--- src/rtl/busca_instrucao_if.sv ---
// Instruction hand-off between the fetch stage and the ULA/control stage.
// The fetch stage presents opcode/endereco with valido; the consumer answers with pronto.
interface busca_instrucao_if;
    logic [3:0] opcode;
    logic [3:0] endereco;
    logic       valido;
    logic       pronto;

    modport master (
        output opcode,
        output endereco,
        output valido,
        input  pronto
    );

    modport slave (
        input  opcode,
        input  endereco,
        input  valido,
        output pronto
    );
endinterface

--- src/rtl/busca_instrucao.sv ---
// Instruction fetch stage: switch-loaded program memory, sequenced one word
// at a time onto a valid/ready bus until HALT or the last loaded word.
module busca_instrucao #(
    parameter int         PROF    = 16,
    parameter logic [3:0] OP_HALT = 4'hF
) (
    input  logic                       clock,
    input  logic                       reset_n,
    input  logic                       carregar,
    input  logic [7:0]                 dado_in,
    input  logic                       executar,
    busca_instrucao_if.master          bus,
    output logic [$clog2(PROF)-1:0]    pc,
    output logic [1:0]                 estado,
    output logic                       parado
);
    localparam int AW = $clog2(PROF);
    localparam logic [AW-1:0] PTR_ZERO = AW'(0);
    localparam logic [AW-1:0] PTR_ONE  = AW'(1);
    localparam logic [AW:0]   CNT_ZERO = (AW + 1)'(0);
    localparam logic [AW:0]   CNT_ONE  = (AW + 1)'(1);
    localparam logic [AW:0]   CNT_MAX  = (AW + 1)'(PROF);

    typedef enum logic [1:0] {
        CARGA  = 2'b00,
        BUSCA  = 2'b01,
        EMITE  = 2'b10,
        PARADO = 2'b11
    } estado_t;

    estado_t       estado_r, estado_s;
    logic [AW-1:0] pc_r, pc_s;
    logic [AW-1:0] ptr_r, ptr_s;
    logic [AW:0]   cnt_r, cnt_s;
    logic [7:0]    ir_r, ir_s;
    logic          valido_r, valido_s;
    logic          parado_r, parado_s;
    logic          mem_we_s;
    logic [AW-1:0] mem_addr_s;
    logic [7:0]    mem_r [PROF];

    // Next-state, pointer/counter and instruction-register logic
    always_comb begin
        estado_s   = estado_r;
        pc_s       = pc_r;
        ptr_s      = ptr_r;
        cnt_s      = cnt_r;
        ir_s       = ir_r;
        mem_we_s   = 1'b0;
        mem_addr_s = ptr_r;
        case (estado_r)
            CARGA: begin
                // A load in the same cycle as executar takes priority
                if (carregar) begin
                    mem_we_s = 1'b1;
                    ptr_s    = ptr_r + PTR_ONE;
                    if (cnt_r != CNT_MAX) begin
                        cnt_s = cnt_r + CNT_ONE;
                    end else begin
                        cnt_s = cnt_r;
                    end
                end else if (executar && (cnt_r != CNT_ZERO)) begin
                    estado_s = BUSCA;
                    pc_s     = PTR_ZERO;
                end else begin
                    estado_s = CARGA;
                end
            end
            BUSCA: begin
                ir_s     = mem_r[pc_r];
                estado_s = EMITE;
            end
            EMITE: begin
                if (bus.pronto) begin
                    if ((ir_r[7:4] == OP_HALT) || ({1'b0, pc_r} == (cnt_r - CNT_ONE))) begin
                        estado_s = PARADO;
                    end else begin
                        pc_s     = pc_r + PTR_ONE;
                        estado_s = BUSCA;
                    end
                end else begin
                    estado_s = EMITE;
                end
            end
            PARADO: begin
                // Loading from PARADO starts a fresh program at word 0
                if (carregar) begin
                    mem_we_s   = 1'b1;
                    mem_addr_s = PTR_ZERO;
                    ptr_s      = PTR_ONE;
                    cnt_s      = CNT_ONE;
                    estado_s   = CARGA;
                end else if (executar) begin
                    estado_s = BUSCA;
                    pc_s     = PTR_ZERO;
                end else begin
                    estado_s = PARADO;
                end
            end
            default: begin
                estado_s = CARGA;
            end
        endcase
        valido_s = (estado_s == EMITE);
        parado_s = (estado_s == PARADO);
    end

    // Control state and output registers
    always_ff @(posedge clock or negedge reset_n) begin
        if (!reset_n) begin
            estado_r <= CARGA;
            pc_r     <= PTR_ZERO;
            ptr_r    <= PTR_ZERO;
            cnt_r    <= CNT_ZERO;
            ir_r     <= 8'h00;
            valido_r <= 1'b0;
            parado_r <= 1'b0;
        end else begin
            estado_r <= estado_s;
            pc_r     <= pc_s;
            ptr_r    <= ptr_s;
            cnt_r    <= cnt_s;
            ir_r     <= ir_s;
            valido_r <= valido_s;
            parado_r <= parado_s;
        end
    end

    // Program memory; contents deliberately survive reset
    always_ff @(posedge clock) begin
        if (mem_we_s) begin
            mem_r[mem_addr_s] <= dado_in;
        end
    end

    assign bus.opcode   = ir_r[7:4];
    assign bus.endereco = ir_r[3:0];
    assign bus.valido   = valido_r;
    assign pc           = pc_r;
    assign estado       = estado_r;
    assign parado       = parado_r;
endmodule

--- src/flat_wrapper.sv ---
// flat-port wrapper written by rule: the top's interface ports become plain ports
module busca_instrucao_flat 
#(
    parameter int         PROF    = 16,
    parameter logic [3:0] OP_HALT = 4'hF
)
  (clock, reset_n, carregar, dado_in, executar, pc, estado, parado, bus_opcode, bus_endereco, bus_valido, bus_pronto);
  busca_instrucao_if bus_i ();
  input  logic clock;
  input  logic reset_n;
  input  logic carregar;
  input  logic [7:0] dado_in;
  input  logic executar;
  output logic [$clog2(PROF)-1:0] pc;
  output logic [1:0] estado;
  output logic parado;
  output wire logic [$bits(bus_i.opcode)-1:0] bus_opcode;
  output wire logic [$bits(bus_i.endereco)-1:0] bus_endereco;
  output wire logic [$bits(bus_i.valido)-1:0] bus_valido;
  input wire logic [$bits(bus_i.pronto)-1:0] bus_pronto;
  assign bus_opcode = bus_i.opcode;
  assign bus_endereco = bus_i.endereco;
  assign bus_valido = bus_i.valido;
  assign bus_i.pronto = bus_pronto;
  busca_instrucao #(.PROF(PROF), .OP_HALT(OP_HALT)) u_core (.clock(clock), .reset_n(reset_n), .carregar(carregar), .dado_in(dado_in), .executar(executar), .bus(bus_i), .pc(pc), .estado(estado), .parado(parado));
endmodule
--- config.mk ---
export PLATFORM = sky130hd
export DESIGN_NAME = busca_instrucao_flat
export DESIGN_NICKNAME = d
export VERILOG_FILES = /design/src/rtl/busca_instrucao_if.sv /design/src/rtl/busca_instrucao.sv /design/src/flat_wrapper.sv
export SDC_FILE = /design/constraint.sdc
export NUM_CORES = 1
export LEC_CHECK = 0
export CAP_MARGIN = 20
export CORE_UTILIZATION = 50
export CTS_CLUSTER_DIAMETER = 60
export DETAILED_ROUTE_END_ITERATION = 10
export PLACE_DENSITY = 0.76
export SYNTH_ARGS = -nofsm -noshare
export SYNTH_HDL_FRONTEND = slang
export SYNTH_SLANG_ARGS = --single-unit
--- constraint.sdc ---
create_clock -name clock -period 2.73 [get_ports clock]
set_input_delay 0.546 -clock clock [delete_from_list [all_inputs] [get_ports clock]]
set_output_delay 0.546 -clock clock [all_outputs]
set_load 0.01 [all_outputs]
; Yosys cells after proc, flatten, opt, wreduce, memory -nomap -nowiden
; Memory sizes are Yosys's and may differ from the RTL's. A register that Yosys moved wholly into a read port is not among the register bits.
; Index checks and enable logic that the tools add are counted.
[word_totals]
reg_bits = 17
ram_bits = 128
input_bits = 13
out_inout_bits = 16
wordCells = 66
memories = 1
[op_classes]
add_sub_neg = 4
n_eq_ne = 17
mux = 27
n_reduce_logical = 11
[mem_list]
columns = name, words, width, read_ports, rd_ports_with_merged_regs, wr, line_no
row1 = u_core.mem_r, 16, 8, 1, 1, 1, busca_instrucao.sv:40  ; logic [7:0] mem_r [PROF];
[op_table]
columns = op, n
row1 = $mux 4, 10
row2 = $mux 5, 3
row3 = $ne 2x2->1 const B, 7
row4 = $pmux 4 s3, 1
row5 = $mux 2, 5
row6 = $pmux 5 s2, 1
row7 = $add 4x1->4 const B, 2
row8 = $eq 2x2->1 const B, 4
row9 = $pmux 2 s4, 1
row10 = $pmux 4 s2, 1
row11 = $reduce_and 7->1, 1
row12 = $add 5x1->5 const B, 1
row13 = $eq 4x5->1, 1
row14 = $mux 1, 5
row15 = $ne 5x5->1 const B, 1
row16 = $reduce_bool 5->1, 1
row17 = $sub 5x1->5 const B, 1
row18 = $eq 4x4->1 const B, 1
row19 = $ne 2x1->1 const B, 2
row20 = $reduce_and 4->1, 1
row21 = $reduce_and 3->1, 1
row22 = $reduce_bool 3->1, 1
row23 = $eq 2x1->1 const B, 1
row24 = $logic_not 2->1, 1
row25 = 5 further kinds, 5

; Longest topological paths before layout
[depth]
depth_word = 7
mapped_depth = 8
ltp_nobuf = 7

; Least setup slack after synthesis
; Ideal clock, no wire load.
[synth_path]
path_kind = input to register
startpoint = in carregar
endpoint = mem u_core.mem_r[12][0], enable pin
arrival_time_ps = 1705
slack_ps = 655
cell_stages = 5
n_path_buf = 1
cell_sequence = clkbuf_1 -> nor2b_1 -> nor3b_1 -> nand2_1 -> nor2_1
[synth_via]
elab_chain_len = 4
word_cells_on_any_way = 6
[synth_lines]
columns = element, line_no
row1 = start: declaration, flat_wrapper.sv:11  ; input logic carregar;
row2 = $mux 1, "busca_instrucao.sv:54, busca_instrucao.sv:87"
row3 = $mux 1, n/a
row4 = $mux 1, busca_instrucao.sv:131  ; if (mem_we_s) begin
row5 = $mux 1 (not written as such), busca_instrucao.sv:132  ; mem_r[mem_addr_s] <= dado_in;
row6 = end: declaration, busca_instrucao.sv:40
; Parallel ways exist; a longest one is shown, timed or not.

; Worst setup path in the final report
[layout_path]
startpoint = reg u_core.estado_r[0] (netlist: u_core.estado[0])
endpoint = reg u_core.pc_r[2] (netlist: u_core.pc[2])
[layout_via]
elab_chain_len = 3
word_cells_on_any_way = 12
[layout_lines]
columns = element, line_no
row1 = start: declaration, busca_instrucao.sv:31  ; estado_t estado_r, estado_s;
row2 = start signal: assignment, busca_instrucao.sv:119  ; estado_r <= estado_s;
row3 = $eq 2x2->1 / $logic_not 2->1 (equally long branches), busca_instrucao.sv:51  ; case (estado_r)
row4 = $ne 2x2->1 (no source line) (tied with other cells), n/a
row5 = $reduce_and 7->1 (no source line), n/a
row6 = end signal: assignment, busca_instrucao.sv:120  ; pc_r <= pc_s;
row7 = end: declaration, busca_instrucao.sv:32  ; logic [AW-1:0] pc_r, pc_s;
; Parallel ways exist; a longest one is shown, timed or not.
; A chain may end at the register's enable or synchronous reset.

==> impl_metrics.toml <==
[final_layout]
fin_area_um2 = 7660
multi_input_area_um2 = 1852
antenna_cells = 0
finalNetCount = 456
area_growth_pct = 18.44
drive_gt1_share_pct = 20.31
regArea_um2 = 4471
nFillCells = 919

[detailed_routing]
routed.top_layer = "met4"
met1_length_um = 5685
first_pass_iters = 5
wl_met3_um = 1096
vias_per_cell = 5.995
ant_nets = 0
drc = 0
wl_met2_um = 6595
drt_iter0_markers = 363
wl_per_cell_um = 22.16
via_count = 3717
wl_um = 13740

[timing]
final_max_slew_viol_count = 0
fmax_mhz = 421.2
setup_viol = 0
skew_ps = 10.12
tightest_slew_ps = 770.9
final-hold-violation-count = 0
period_share_pct = 86.97
relSlewSlack_pct = 48.44
timing.hold.ws_ps = 496.5
finalSetupTns_ps = 0
min_period_ps = 2374
grt_setup_unrepaired = "no"

[cts]
insertion_delay_ps = 430
cts_resized = 0
cts_buffer_depth = 2
postCtsSetupBuffers = 0
cts_buffers = 17
clkTransAtPathRegs_ps = 60
cts_tree = "built"
cts_sinks = 153
htreeDepth = 4
cts_hold_buf = 0
cts-root-buf = "clkbuf_16"

[die]
die_width_um = 115.7
die_area_um2 = 13390
die_y_um = 115.7
rows = 41
core_um2 = 12620
io_pins = 29
initial_core_util_pct = 51.25

[critical_path]
worstPathRequired_ps = 3090
end_kind = "flip-flop"
worstPathArrival_ps = 2730
reg2reg_slack_ps = 360
worstPathMaxFanout = 16
r2r-end = "u_core.pc[2]"
ff2ff_path_depth = 7
crit_type = "flip-flop to flip-flop"
rr_startpoint = "u_core.estado[0]"
start_kind = "flip-flop"

[power_and_ir_drop]
vdd_drop_max_mv = 0.5778
p_total_mw = 6.976
power.density_nw_per_um2 = 910.7
leakagePower_nw = 2.575

[yosys]
syn_area_per_cell_um2 = 16.89
ys_seq_area_share_pct = 69.10
synth_edf_count = 128
synth_area_leaders = "edfxtp_1 59%, mux4_2 11%, dfrtp_1 9.7%, mux2i_1 2.6%, ha_1 1.5%"
synth_ff_type = "edfxtp_1"
ys_seq_elements = 153
synthTopCellsByCount = "128 x edfxtp_1, 32 x mux4_2, 25 x dfrtp_1"
ys_warn_count = 0
yosysMostFrequentCell = "edfxtp_1"
syn_nets = 404
syn_area_um2 = 6467
async_flop_share_pct = 16.34
synth.distinct_cells = 44
synth_top_area_share_pct = 59.43
synth_cells = 383
yosysTopAreaCell = "edfxtp_1"

[job]
maxCapViolations = 0

[outcome]
outcome = "completed"

[grt]
antenna_found_initial = 0
first_global_vias = 3745
grt_first_pass_wirelength_um = 21230
grt_overflow_total = 0
grt_usage_pct = 23.10
grt_start_max_net_pins = 40

[worst_hold_path]
hp-class = "input pin to asynchronous set/reset pin"

[placement]
gp_congestion = 0.8431
placement.io_buffers = 28
dpl_cell_area_um2 = 7072
dpl.hpwl_um = 8853
==> registers in the layout, indices dropped and copies added, names as in the netlist <==
register	count
u_core.cnt_r	5
u_core.ptr_r	4
u_core.ir_r	8
u_core.pc	4
u_core.estado	2
u_core.bus.valido	1
u_core.mem_r	128
u_core.parado	1
==> area by class of cell <==
| class | instances | share of cell area, % |
|---|---|---|
| Sequential cell | 153 | 58.36 |
| Clock inverter | 11 | 1.927 |
| Timing Repair Buffer | 52 | 6.338 |
| Inverter | 13 | 0.6370 |
| Clock buffer | 21 | 5.750 |
| Multi-Input combinational cell | 198 | 24.18 |
| Tap cell | 172 | 2.810 |
==> routing by layer <==
metal	GRT usage [%]	vias to the layer above
met1	29.90	1893
met5	0	-
met4	9.829	0
li1	-	1616
met3	7.636	24
met2	36.17	184
==> cell families (layout without fill, tap and decap cells) <==
group                      Yosys count  count (layout)  share of synthesized area (%)
AOI/OAI and AO/OA                   44              44                          4.953
xor gates and xnor gates             5               5                         0.6772
adders and majority gates            8               8                          1.548
buffers and inverters               32              97                          2.263
DFF                                153             153                          69.10
muxes                               49              49                          13.77
and+or+nand+nor                     92              92                          7.680
==> cell usage in the layout, fill, tap and decap left out, types with 3 or more instances in the layout <==
| master | count |
|---|---|
| nand2_1 | 20 |
| o21ai_0 | 4 |
| o211ai_1 | 4 |
| clkinv_2 | 3 |
| clkbuf_1 | 4 |
| mux2i_1 | 17 |
| nor2_1 | 21 |
| nor3_1 | 4 |
| inv_1 | 13 |
| buf_4 | 22 |
| dfrtp_1 | 24 |
| nand2b_1 | 12 |
| nor3b_1 | 5 |
| o221ai_1 | 8 |
| xnor2_1 | 3 |
| clkdlybuf4s50_1 | 28 |
| nand3_1 | 8 |
| clkbuf_16 | 17 |
| nor2b_1 | 5 |
| nand3b_1 | 3 |
| o22ai_1 | 8 |
| bufinv_16 | 3 |
| nand4_1 | 5 |
| a21oi_1 | 10 |
| mux4_2 | 32 |
| edfxtp_1 | 128 |
| ha_1 | 8 |
==> worst max-delay path: stages, from the launching register on <==
cell	delay, ps
dfrtp_1	410
inv_1	100
ha_1	400
nor2_1	260
mux2i_1	230
nand3_1	240
or4_1	570
nand3_1	90
==> worst max-delay path by stage <==
stage	depth (start not counted)	to	slack (ps)	from
floorplan	5	u_core.mem_r[12][0]	650	carregar
global placement	6	u_core.mem_r[6][4]	430	carregar
detailed placement	6	u_core.mem_r[13][7]	440	carregar
CTS	1	pc[1]	320	u_core.pc[1]
global route	7	u_core.pc[2]	190	u_core.estado[1]
finish	7	u_core.pc[2]	360	u_core.estado[0]
==> per-stage QoR <==
| stage | utilization (%) | worst slack [ps] | std cells |
|---|---|---|---|
| after detailed placement | 56.04 | 438.7 | 588 |
| after CTS | 60.70 | 319.8 | 620 |
| final | 60.70 | 355.7 | 620 |
| after floorplan | - | 655.0 | 383 |
| after global routing | 60.70 | 190.8 | 620 |
| after global placement | 56.04 | 425.2 | 588 |
==> power by group <==
group / leakage, nW / total, mW / internal [mW] / switching (mW)
Sequential: 1.46 / 3.03 / 2.82 / 0.214
Combinational: 0.832 / 1.60 / 0.737 / 0.859
Clock: 0.286 / 2.35 / 1.44 / 0.908
(Power assumes the default switching activity.)
